[src/rtl/proc_pkg.sv]
// Shared types and constants for the 16-bit pipelined processor.
// Holds datapath widths, ALU op encodings and the ID/EX bundle layout.
package proc_pkg;

  localparam int W    = 16;
  localparam int RA_W = 3;
  localparam int OP_W = 1;

  localparam logic [OP_W-1:0] ALU_ADD  = 1'b0;
  localparam logic [OP_W-1:0] ALU_NAND = 1'b1;

  typedef struct packed {
    logic valid;
    logic wb_en;
    logic mem_rd;
    logic mem_wr;
    logic flags_en;
  } ctrl_t;

  typedef struct packed {
    ctrl_t           ctrl;
    logic [OP_W-1:0] alu_op;
    logic            use_imm;
    logic            src1_en;
    logic            src2_en;
    logic [RA_W-1:0] src1_addr;
    logic [RA_W-1:0] src2_addr;
    logic [RA_W-1:0] dst_addr;
    logic [W-1:0]    imm;
    logic [W-1:0]    s1;
    logic [W-1:0]    s2;
  } id_ex_t;

  function automatic logic hit(
    input logic            en,
    input logic [RA_W-1:0] a,
    input logic [RA_W-1:0] b
  );
    return en && (a == b);
  endfunction

endpackage

[src/rtl/id_ex_stage_fwd_sel.sv]
// Three-way operand select: EX/MEM result, then MEM/WB data,
// then the registered operand. Loads in EX/MEM never forward.
module fwd_sel
  import proc_pkg::*;
(
  input  logic            en_i,
  input  logic [RA_W-1:0] addr_i,
  input  logic [W-1:0]    reg_i,
  input  logic            exm_wb_en_i,
  input  logic            exm_mem_rd_i,
  input  logic [RA_W-1:0] exm_dst_i,
  input  logic [W-1:0]    exm_res_i,
  input  logic            mwb_wb_en_i,
  input  logic [RA_W-1:0] mwb_dst_i,
  input  logic [W-1:0]    mwb_data_i,
  output logic [W-1:0]    val_o
);

  logic exm_hit;
  logic mwb_hit;

  assign exm_hit = en_i
    & hit(exm_wb_en_i & ~exm_mem_rd_i,
          exm_dst_i, addr_i);
  assign mwb_hit = en_i
    & hit(mwb_wb_en_i, mwb_dst_i, addr_i);

  // Both producers may match; the younger one wins.
  always_comb begin
    val_o = reg_i;
    priority case (1'b1)
      exm_hit: val_o = exm_res_i;
      mwb_hit: val_o = mwb_data_i;
      default: val_o = reg_i;
    endcase
  end

endmodule

[src/rtl/id_ex_stage.sv]
// ID/EX pipeline register with operand forwarding into the ALU
// and load-use hazard detection for the hazard unit.
module id_ex_stage
  import proc_pkg::*;
(
  input  logic            clk,
  input  logic            rst,
  input  logic            stall,
  input  logic            flush,
  input  logic            id_valid,
  input  logic            id_src1_en,
  input  logic            id_src2_en,
  input  logic [RA_W-1:0] id_src1_addr,
  input  logic [RA_W-1:0] id_src2_addr,
  input  logic [RA_W-1:0] id_dst_addr,
  input  logic [W-1:0]    id_src1_val,
  input  logic [W-1:0]    id_src2_val,
  input  logic [W-1:0]    id_imm,
  input  logic            id_use_imm,
  input  logic [OP_W-1:0] id_alu_op,
  input  logic            id_wb_en,
  input  logic            id_mem_rd,
  input  logic            id_mem_wr,
  input  logic            id_flags_en,
  input  logic            exm_wb_en,
  input  logic            exm_mem_rd,
  input  logic [RA_W-1:0] exm_dst_addr,
  input  logic [W-1:0]    exm_result,
  input  logic            mwb_wb_en,
  input  logic [RA_W-1:0] mwb_dst_addr,
  input  logic [W-1:0]    mwb_data,
  output logic [W-1:0]    alu_in1,
  output logic [W-1:0]    alu_in2,
  output logic [OP_W-1:0] alu_op,
  output logic            ex_valid,
  output logic            ex_wb_en,
  output logic            ex_mem_rd,
  output logic            ex_mem_wr,
  output logic            ex_flags_en,
  output logic [RA_W-1:0] ex_dst_addr,
  output logic [W-1:0]    ex_store_data,
  output logic            load_use_hazard
);

  id_ex_t       ex_q, ex_d;
  logic [W-1:0] fwd1, fwd2;

  fwd_sel u_fwd1 (
    .en_i         (ex_q.ctrl.valid & ex_q.src1_en),
    .addr_i       (ex_q.src1_addr),
    .reg_i        (ex_q.s1),
    .exm_wb_en_i  (exm_wb_en),
    .exm_mem_rd_i (exm_mem_rd),
    .exm_dst_i    (exm_dst_addr),
    .exm_res_i    (exm_result),
    .mwb_wb_en_i  (mwb_wb_en),
    .mwb_dst_i    (mwb_dst_addr),
    .mwb_data_i   (mwb_data),
    .val_o        (fwd1)
  );

  fwd_sel u_fwd2 (
    .en_i         (ex_q.ctrl.valid & ex_q.src2_en),
    .addr_i       (ex_q.src2_addr),
    .reg_i        (ex_q.s2),
    .exm_wb_en_i  (exm_wb_en),
    .exm_mem_rd_i (exm_mem_rd),
    .exm_dst_i    (exm_dst_addr),
    .exm_res_i    (exm_result),
    .mwb_wb_en_i  (mwb_wb_en),
    .mwb_dst_i    (mwb_dst_addr),
    .mwb_data_i   (mwb_data),
    .val_o        (fwd2)
  );

  always_comb begin
    ex_d = ex_q;
    if (flush) begin
      ex_d = '0;
    end else if (stall) begin
      // Keep the forwarded value so a producer
      // retiring during the stall is not lost.
      ex_d.s1 = fwd1;
      ex_d.s2 = fwd2;
    end else begin
      ex_d.ctrl.valid    = id_valid;
      ex_d.ctrl.wb_en    = id_wb_en;
      ex_d.ctrl.mem_rd   = id_mem_rd;
      ex_d.ctrl.mem_wr   = id_mem_wr;
      ex_d.ctrl.flags_en = id_flags_en;
      ex_d.alu_op        = id_alu_op;
      ex_d.use_imm       = id_use_imm;
      ex_d.src1_en       = id_src1_en;
      ex_d.src2_en       = id_src2_en;
      ex_d.src1_addr     = id_src1_addr;
      ex_d.src2_addr     = id_src2_addr;
      ex_d.dst_addr      = id_dst_addr;
      ex_d.imm           = id_imm;
      ex_d.s1 = hit(mwb_wb_en, mwb_dst_addr,
                    id_src1_addr)
                ? mwb_data : id_src1_val;
      ex_d.s2 = hit(mwb_wb_en, mwb_dst_addr,
                    id_src2_addr)
                ? mwb_data : id_src2_val;
    end
  end

  always_ff @(posedge clk) begin
    if (rst) ex_q <= '0;
    else     ex_q <= ex_d;
  end

  assign alu_in1       = fwd1;
  assign alu_in2       = ex_q.use_imm ? ex_q.imm : fwd2;
  assign ex_store_data = fwd2;
  assign alu_op        = ex_q.alu_op;
  assign ex_valid      = ex_q.ctrl.valid;
  assign ex_wb_en      = ex_q.ctrl.wb_en;
  assign ex_mem_rd     = ex_q.ctrl.mem_rd;
  assign ex_mem_wr     = ex_q.ctrl.mem_wr;
  assign ex_flags_en   = ex_q.ctrl.flags_en;
  assign ex_dst_addr   = ex_q.dst_addr;

  assign load_use_hazard = ~rst
    & ex_q.ctrl.valid & ex_q.ctrl.mem_rd & id_valid
    & (hit(id_src1_en, id_src1_addr, ex_q.dst_addr)
     | hit(id_src2_en, id_src2_addr, ex_q.dst_addr));

endmodule
[config.mk]
export PLATFORM = sky130hd
export DESIGN_NAME = id_ex_stage
export DESIGN_NICKNAME = d
export VERILOG_FILES = /design/src/rtl/proc_pkg.sv /design/src/rtl/id_ex_stage_fwd_sel.sv /design/src/rtl/id_ex_stage.sv
export SDC_FILE = /design/constraint.sdc
export NUM_CORES = 1
export LEC_CHECK = 0
export CAP_MARGIN = 10
export CORE_MARGIN = 2
export CORE_UTILIZATION = 48
export DETAILED_ROUTE_END_ITERATION = 8
export GPL_ROUTABILITY_DRIVEN = 0
export PLACE_DENSITY = 0.92
export SLEW_MARGIN = 30
export SYNTH_ARGS = -nofsm -noshare
export SYNTH_HDL_FRONTEND = slang
export SYNTH_SLANG_ARGS = --single-unit
[constraint.sdc]
create_clock -name clk -period 5.55 [get_ports clk]
set_clock_uncertainty 0.15 [all_clocks]
set_input_delay 0.555 -clock clk [delete_from_list [all_inputs] [get_ports clk]]
set_output_delay 0.555 -clock clk [all_outputs]
set_load 0.02 [all_outputs]
### After elaboration in Yosys (flattened, before gate mapping)

Cells that the tools add are included.
W data, S select, Z words.

* bits in registers: 66
* output and inout port bits: 58
* logic and storage cells: 54

* equal/unequal tests: 8
* multiplexer cells: 8
* bitwise gates (word level): 14
* reductions and logical operators: 9

Operator list (number)
* $mux W16: 7
* $mux W32: 1
* $eq A3 B3 Y1: 8
* $and A1 B1 Y1: 11
* $logic_and A1 B1 Y1: 8
* $not A1 Y1: 2
* $reduce_or A2 Y1: 1
* $or A1 B1 Y1: 1

### Depth between registers and ports, before layout

Gate-level depths: netlist (run 1).

* depth in word-level cells: 6
* mapped depth: 7
* mapped depth without buffers: 4

### Hierarchy

Synthesis (run 1) repeated with hierarchy kept, for this count alone.

* cells, all modules: 516
* area, all modules: 4480.5 sq um

Modules (own cells, without submodules)
* id_ex_stage: instances 1, cells each 392, area an instance 3604.7 sq um
* fwd_sel: instances 2, cells each 62, area an instance 437.9 sq um

### Worst setup path after synthesis (run 1)

Ideal clock, no wire load.

* path type: input port to output port
* start point: input exm_mem_rd
* end point: output alu_in2[10]
* arrival: 2.104 ns
* data required time: 4.845 ns
* setup slack: 2.741 ns
* cell stages on the path: 6
* buffers on the path: 2
* path through: and4b_1 -> and4_1 -> clkbuf_1 -> buf_2 -> a221oi_2 -> o31ai_1

* longest elaborated chain between the ends: 6

Ends and longest elaborated chain
* from (decl): RTL line id_ex_stage.sv:26 `input logic exm_mem_rd,`
* $not A1 Y1: RTL line id_ex_stage_fwd_sel.sv:23 `& hit(exm_wb_en_i & ~exm_mem_rd_i,`
* $and A1 B1 Y1: RTL line id_ex_stage_fwd_sel.sv:23
* $logic_and A1 B1 Y1: RTL line proc_pkg.sv:39 `return en && (a == b);`
* $and A1 B1 Y1: RTL line id_ex_stage_fwd_sel.sv:23
* $mux W16: RTL line id_ex_stage_fwd_sel.sv:31 `priority case (1'b1)`
* $mux W16: RTL line id_ex_stage.sv:114 `assign alu_in2 = ex_q.use_imm ? ex_q.imm : fwd2;`
* to (decl): RTL line id_ex_stage.sv:33 `output logic [W-1:0] alu_in2,`

Every way passes these cells.

### Worst setup path after layout (run 1)

* start point: input mwb_dst_addr[0]
* end point: output alu_in2[4]

* longest elaborated chain between the ends: 6

Ends and longest elaborated chain
* from (decl): RTL line id_ex_stage.sv:30 `input logic [RA_W-1:0] mwb_dst_addr,`
* $eq A3 B3 Y1: RTL line proc_pkg.sv:39
* $logic_and A1 B1 Y1: RTL line proc_pkg.sv:39
* $and A1 B1 Y1: RTL line id_ex_stage_fwd_sel.sv:26 `& hit(mwb_wb_en_i, mwb_dst_i, addr_i);`
* $mux W16 (2 in series): RTL line id_ex_stage_fwd_sel.sv:31
* $mux W16: RTL line id_ex_stage.sv:114

Every way passes these cells.

==> results of run 1 <==
[layer usage]
metal	share of wire (%)	GRT usage, %
met3	8.8	5.65
met2	47	52.3
met1	40	39.2
met5	0	0
met4	4.6	16.6
[per-stage QoR]
step	util [%]	hold slack, ns	cell area [µm²]	std cells
final	71.3	0.351	6150	783
after global routing	71.3	0.378	6150	783
after CTS	71.0	0.355	6130	782
after detailed placement	68.2	0.335	5890	767
after global placement	67.7	0.325	5840	765
after floorplan	-	0.313	4230	536
[sequential cells by signal, indices dropped and copies added, names as in the netlist]
signal       count
alu_op           1
ex_dst_addr      3
ex_flags_en      1
ex_mem_rd        1
ex_mem_wr        1
ex_q            57
ex_valid         1
ex_wb_en         1
[kinds of logic after synthesis]
kind of cell,Yosys count,share of synthesized area (%)
buffers and inverters,68,6.72
xor gates and xnor gates,24,5.15
AOI/OAI and AO/OA,143,25.4
muxes,51,12.1
DFF,66,31.3
and+or+nand+nor,184,19.4
[power by group through the flow]
stage | Clock (mW) | Sequential, mW | Combinational (mW)
final | 0.498 | 0.503 | 0.295
after global routing | 0.520 | 0.505 | 0.312
after CTS | 0.501 | 0.502 | 0.290
after detailed placement | 0 | 0.513 | 0.287
after global placement | 0 | 0.512 | 0.279
after floorplan | 0 | 0.509 | 0.136
[synthesized netlist by cell type, drive strengths merged]
cell type	number	area, µm²
nand4b	1	8.76
nand2	33	124
and4	3	26.3
clkbuf	36	135
nor3	16	80.1
dfxtp	66	1320
and4b	2	20.0
and2	2	12.5
o211ai	15	113
xor2	6	60.1
o21ai	46	230
a41oi	1	8.76
a21oi	1	5.00
or2	1	6.26
or3	1	6.26
xnor2	18	158
nand2b	1	6.26
o22ai	16	100
nand4	6	37.5
o41ai	15	131
nand3	1	5.00
buf	14	81.3
and3	16	100
or4	2	15.0
o31ai	16	120
a32o	1	10.0
nor2	99	372
a221oi	31	345
inv	18	67.6
mux2i	50	500
mux2	1	11.3
a211o	1	8.76
[area by class of cell]
class                      count  area (µm²)  area share (%)
multi-input combinational    402        2660            43.2
timing repair buffer         174        1730            28.1
sequential                    66        1320            21.5
tap                          108         135            2.20
clock buffer                   9         124            2.01
clock inverter                 6         115            1.87
inverter                      18        67.6            1.10
[critical path: cells and delay by family]
family | cells | cell delay (ns)
buffers and inverters | 2 | 1.33
AND/OR/NAND/NOR | 1 | 0.76
AO/OA/AOI/OAI | 2 | 0.67
XOR/XNOR | 1 | 0.63
[final timing paths]
kind	endpoint	slack [ns]	cells past startpoint
max	alu_in2[4]	0.90	6
min	ex_wb_en$_SDFFE_PP0N_	0.35	2
max reg2reg	ex_q[4]$_SDFF_PP0_	2.68	4
min reg2reg	ex_wb_en$_SDFFE_PP0N_	0.35	2
==> metrics.cfg, run 1 <==
[power_and_ir_drop]
power.share.sequential_pct = 38.8
power.switching_fraction_pct = 27.7
power_switching_mw = 0.360
p_per_area_mw_per_mm2 = 211
p_int_mw = 0.937
p_total_mw = 1.30
pwr-share-clk_pct = 38.4
proportion_of_power_drawn_by_combinational_gates_pct = 22.8
vdd_ir_drop_max_uv = 155
total_leakage_power_nw = 2.37

[final_layout]
final_layout_size_suffix_gt1_share_pct = 6.07
growth_of_design_area_from_synthesis_to_finish_pct = 45.6
num-nets-final = 782
layout.cells.most_common_list = sky130_fd_sc_hd__clkdlybuf4s50_1, sky130_fd_sc_hd__nor2_1, sky130_fd_sc_hd__dfxtp_1, sky130_fd_sc_hd__mux2i_1, sky130_fd_sc_hd__o21ai_0
n_fill_cell = 626
antennaDiodeCount = 0
final_common_cell = sky130_fd_sc_hd__clkdlybuf4s50_1

[sta]
report.final.slew_viol_count = 0
final_critical_path_setup_slack_ns = 0.902
timing_hold_violations_final = 0
setup_repair_after_global_routing_missed_its_margin = no
max_slew_margin_pct = 33.9
worst_pin_slew_ns = 0.987
max_freq_mhz = 215
timing.final.crit_period_ns = 4.65
totalNegativeSetupSlack_ns = 0
final.period_utilization_pct = 83.7
finalSetupViolations = 0

[die]
io_pins = 169
full_die_area_mm2 = 0.00957
die_width_um = 97.8
core_area_mm2 = 0.00864
start_util_pct = 48.9
num_rows = 34
die-height_um = 97.8

[worst_setup_path]
cp-startpoint = mwb_dst_addr[0]
critical_path_peak_fanout = 17
worst-setup-path-type = input pin to output port
crit_required_ns = 4.85
timing.critical_path.cells = clkdlybuf4s50_1, xor2_2, or4_1, a221oi_1, o31ai_1, clkdlybuf4s50_1
worst_ep_arrival_time_ns = 3.94
critPathLaunchType = input pin
critical-path-max-stage-delay_ns = 0.76
cp-end-kind = output port
crit_path_top_delay_cell = sky130_fd_sc_hd__or4_1
crit_path_frequent_cell = sky130_fd_sc_hd__clkdlybuf4s50_1
reg2reg_from = ex_q[57]$_SDFFE_PP0N_

[drt]
drt_iter0_markers = 389
route.vias.total = 4868
via_per_inst = 6.22
detail-route-antenna-nets = 0
detailed_router_iteration_count_before_antenna_repair = 5
routed_wire_length_per_instance_um = 19.8
remaining_drc_errors = 0
route.final.wire_length_um = 15500

[cts]
clock_sink_count = 66
cts-root-to-sink-buffers = 2
clk_transition_reported_paths_ns = 0.08
cts-htree-levels = 3
post_cts_resized = 0
clock_latency_ns = 0.35
count_of_hold_buffers_inserted_by_post_cts_repair = 0
clk_root_buffer_cell = sky130_fd_sc_hd__clkbuf_8
tritoncts_buffer_count = 9
cts_tree = done
post_cts_setup_buffer_count = 0

[logic_synthesis]
syn-cell-area_mm2 = 0.00423
ys_seq_area_share_pct = 31.3
synth_nets = 647
synth_warnings = 0
syn_inst = 536
library_cells_used_by_synthesis = 38
ys_seq_elements = 66
post_synth.cell_area_avg_um2 = 7.89

[grt]
grt_start_max_net_pins = 38
wire_length_of_the_first_global_routing_pass_um = 24400
grt_pass1_vias = 4807
grt_overflow = 0
track_usage_pct = 31.6
grt_antenna_before_repair = 0

[placed_design]
dp_hpwl_um = 11400
dpl_worst_slack_ns = 0.878
numPortBuffers = 168

[worst_hold_path]
hold_crit_start = ex_wb_en$_SDFFE_PP0N_
hold_path_class = register to register

[status]
run_status = complete, no violations

[flow_run]
cap_violations = 0

No activity file was read; power rests on OpenSTA's default activity.
==> run 2, diff against run 1 <==
Settings changed: CORE_UTILIZATION 48 to 44, PLACE_DENSITY 0.92 to 0.85.
Clock period 5.55 ns to 4.63 ns, I/O delays scaled along.
==> run 2 against run 1 <==
  * Die area up 8.7%
  * Core utilization is 5.0 points lower
  * Sequential share of layout area unchanged
  * Register-to-register slack lost 0.71 ns
  * Clock power is 3% lower
  * Via count down 0.92%
  * Combinational power is 21% higher
  * Sequential power increased by 19%
  * Worst hold slack worse by 0.0020 ns
  * Setup slack got worse by 0.46 ns
  * Total power rose by 11%
  * Wire length grew 0.25%
  * Critical endpoint is now alu_in1[7]
  * Largest cell class unchanged
==> metrics.cfg, run 2 (synthesized netlist as in run 1, its figures left out) <==
[status]
run_status = complete, no violations

[placed_design]
dp_hpwl_um = 11400  ; +0.20%
post_dp_cell_area_mm2 = 0.00596  ; +1.2%
numPortBuffers = 168  ; unchanged
dpl_worst_slack_ns = 0.115  ; -0.763 ns

[grt]
grt_pass1_vias = 4751  ; -1.2%
track_usage_pct = 29.6  ; -2.0 points
grt_antenna_before_repair = 0  ; unchanged
grt_overflow = 0  ; unchanged
grt_start_max_net_pins = 37  ; -2.6%
wire_length_of_the_first_global_routing_pass_um = 24200  ; -0.90%

[worst_hold_path]
hold_end = alu_op$_SDFFE_PP0N_
hold_path_class = register to register
holdPathStages = 2  ; unchanged
hold_crit_start = alu_op$_SDFFE_PP0N_

[final_layout]
final_layout_size_suffix_gt1_share_pct = 6.47  ; +0.40 points
final_common_cell = sky130_fd_sc_hd__clkdlybuf4s50_1
num-nets-final = 786  ; +0.51%
regMostFlops = ex_q
final_core_utilization_pct = 66.3  ; -5.0 points
regArea_mm2 = 0.00132  ; unchanged
largest_reg_flops = 57  ; unchanged
multiInputGateArea_mm2 = 0.00265  ; -0.28%
fin_area_mm2 = 0.00615  ; unchanged
n_fill_cell = 791  ; +26%
layout.cells.most_common_list = sky130_fd_sc_hd__clkdlybuf4s50_1, sky130_fd_sc_hd__nor2_1, sky130_fd_sc_hd__dfxtp_1, sky130_fd_sc_hd__mux2i_1, sky130_fd_sc_hd__o21ai_0
antennaDiodeCount = 0  ; unchanged
growth_of_design_area_from_synthesis_to_finish_pct = 45.6  ; unchanged

[sta]
report.final.slew_viol_count = 0  ; unchanged
finalSetupViolations = 0  ; unchanged
max_slew_margin_pct = 41.6  ; +7.6 points
totalNegativeSetupSlack_ns = 0  ; unchanged
final.period_utilization_pct = 90.4
final_critical_path_setup_slack_ns = 0.446  ; -0.456 ns
max_freq_mhz = 239
timing_hold_violations_final = 0  ; unchanged
setup_repair_after_global_routing_missed_its_margin = no
timing.final.crit_period_ns = 4.18
worst_pin_slew_ns = 0.877  ; -0.111 ns

[cts]
clock_sink_count = 66  ; unchanged
tritoncts_buffer_count = 9  ; unchanged
clock_latency_ns = 0.35  ; about the same
count_of_hold_buffers_inserted_by_post_cts_repair = 0  ; unchanged
clk_transition_reported_paths_ns = 0.08  ; about the same
post_cts_resized = 0  ; unchanged
post_cts_setup_buffer_count = 0  ; unchanged
cts_tree = done
cts-root-to-sink-buffers = 2  ; unchanged
cts-htree-levels = 3  ; unchanged
clk_root_buffer_cell = sky130_fd_sc_hd__clkbuf_8

[drt]
detail-route-antenna-nets = 0  ; unchanged
routed_wire_length_per_instance_um = 19.2  ; -3.0%
via_per_inst = 5.96  ; -4.1%
remaining_drc_errors = 0  ; unchanged
route.final.wire_length_um = 15500  ; +0.25%
detailed_router_iteration_count_before_antenna_repair = 5  ; unchanged
route.vias.total = 4823  ; -0.92%
drt_iter0_markers = 382  ; -1.8%

[die]
start_util_pct = 45.5  ; -3.4 points
num_rows = 35  ; +2.9%
core_area_mm2 = 0.00928  ; +7.5%
io_pins = 169  ; unchanged
full_die_area_mm2 = 0.0104  ; +8.7%
die_width_um = 102  ; +4.3%
die-height_um = 102  ; +4.3%

[worst_setup_path]
r2r.worst_path.cells = 4  ; unchanged
critPathLaunchType = input pin
reg2reg_slack_ns = 1.97  ; -0.71 ns
r2r_end = ex_q[22]$_SDFF_PP0_
critical_path_peak_fanout = 18  ; +1
crit_path_top_delay_cell = sky130_fd_sc_hd__nand4_1
cp-end-kind = output port
crit_required_ns = 4.02  ; -0.83 ns
worst_ep_arrival_time_ns = 3.57  ; -0.37 ns
critical-path-max-stage-delay_ns = 0.68  ; -0.08 ns
timing.critical_path.cells = clkdlybuf4s50_1, xnor2_2, nand4_1, a221oi_1, nor2_1, clkdlybuf4s50_1
crit_path_frequent_cell = sky130_fd_sc_hd__clkdlybuf4s50_1
reg2reg_from = ex_q[54]$_SDFFE_PP0N_
worst-setup-path-type = input pin to output port

[power_and_ir_drop]
total_leakage_power_nw = 2.37  ; -0.19%
p_per_area_mw_per_mm2 = 234  ; +11%
vdd_ir_drop_max_uv = 157  ; +1.9%

[flow_run]
cap_violations = 0  ; unchanged

run 2: per-layer routing:
layer	part of all wire, %	track usage, %
met5	0	0
met4	3.2	13.9
met3	9.1	4.92
met2	46	46.2
met1	41	39.9
run 2: area by class of cell:
class                   count  share of cell area, %
inverters                  18                   1.10
clock inverters             6                  0.935
multi-input cells         402                   43.1
flip-flops and latches     66                   21.5
repair buffers            178                   28.7
well taps                 129                   2.62
clock buffers              10                   2.07
run 2: worst max-delay path: cells and delay by family:
family | cells | cell delay, ns
buffers and inverters | 2 | 1.12
AND/OR/NAND/NOR | 2 | 0.78
XOR/XNOR | 1 | 0.64
AO/OA/AOI/OAI | 1 | 0.57
run 2: worst max path at each step:
stage                           from           to
2_1_floorplan  ex_valid$_SDFFE_PP0N_  alu_in2[10]
3_3_place_gp         mwb_dst_addr[0]   alu_in1[5]
3_5_place_dp         mwb_dst_addr[0]   alu_in1[7]
4_1_cts              mwb_dst_addr[0]   alu_in1[7]
5_1_grt              mwb_dst_addr[0]  alu_in1[12]
6_report             mwb_dst_addr[0]   alu_in1[7]
run 2: per-stage QoR:
step / hold WS [ns] / std cells / power [mW]
final: 0.349 / 809 / 1.44
after global routing: 0.382 / 809 / 1.49
after CTS: 0.354 / 809 / 1.43
after detailed placement: 0.334 / 793 / 0.963
after global placement: 0.325 / 792 / 0.953
after floorplan: 0.313 / 536 / 0.773
run 2: report_power, final:
part | switching, mW | total (mW) | internal [mW]
sequential | 0.0132 | 0.601 | 0.587
combinational | 0.178 | 0.358 | 0.180
clock | 0.237 | 0.482 | 0.245
total | 0.428 | 1.44 | 1.01
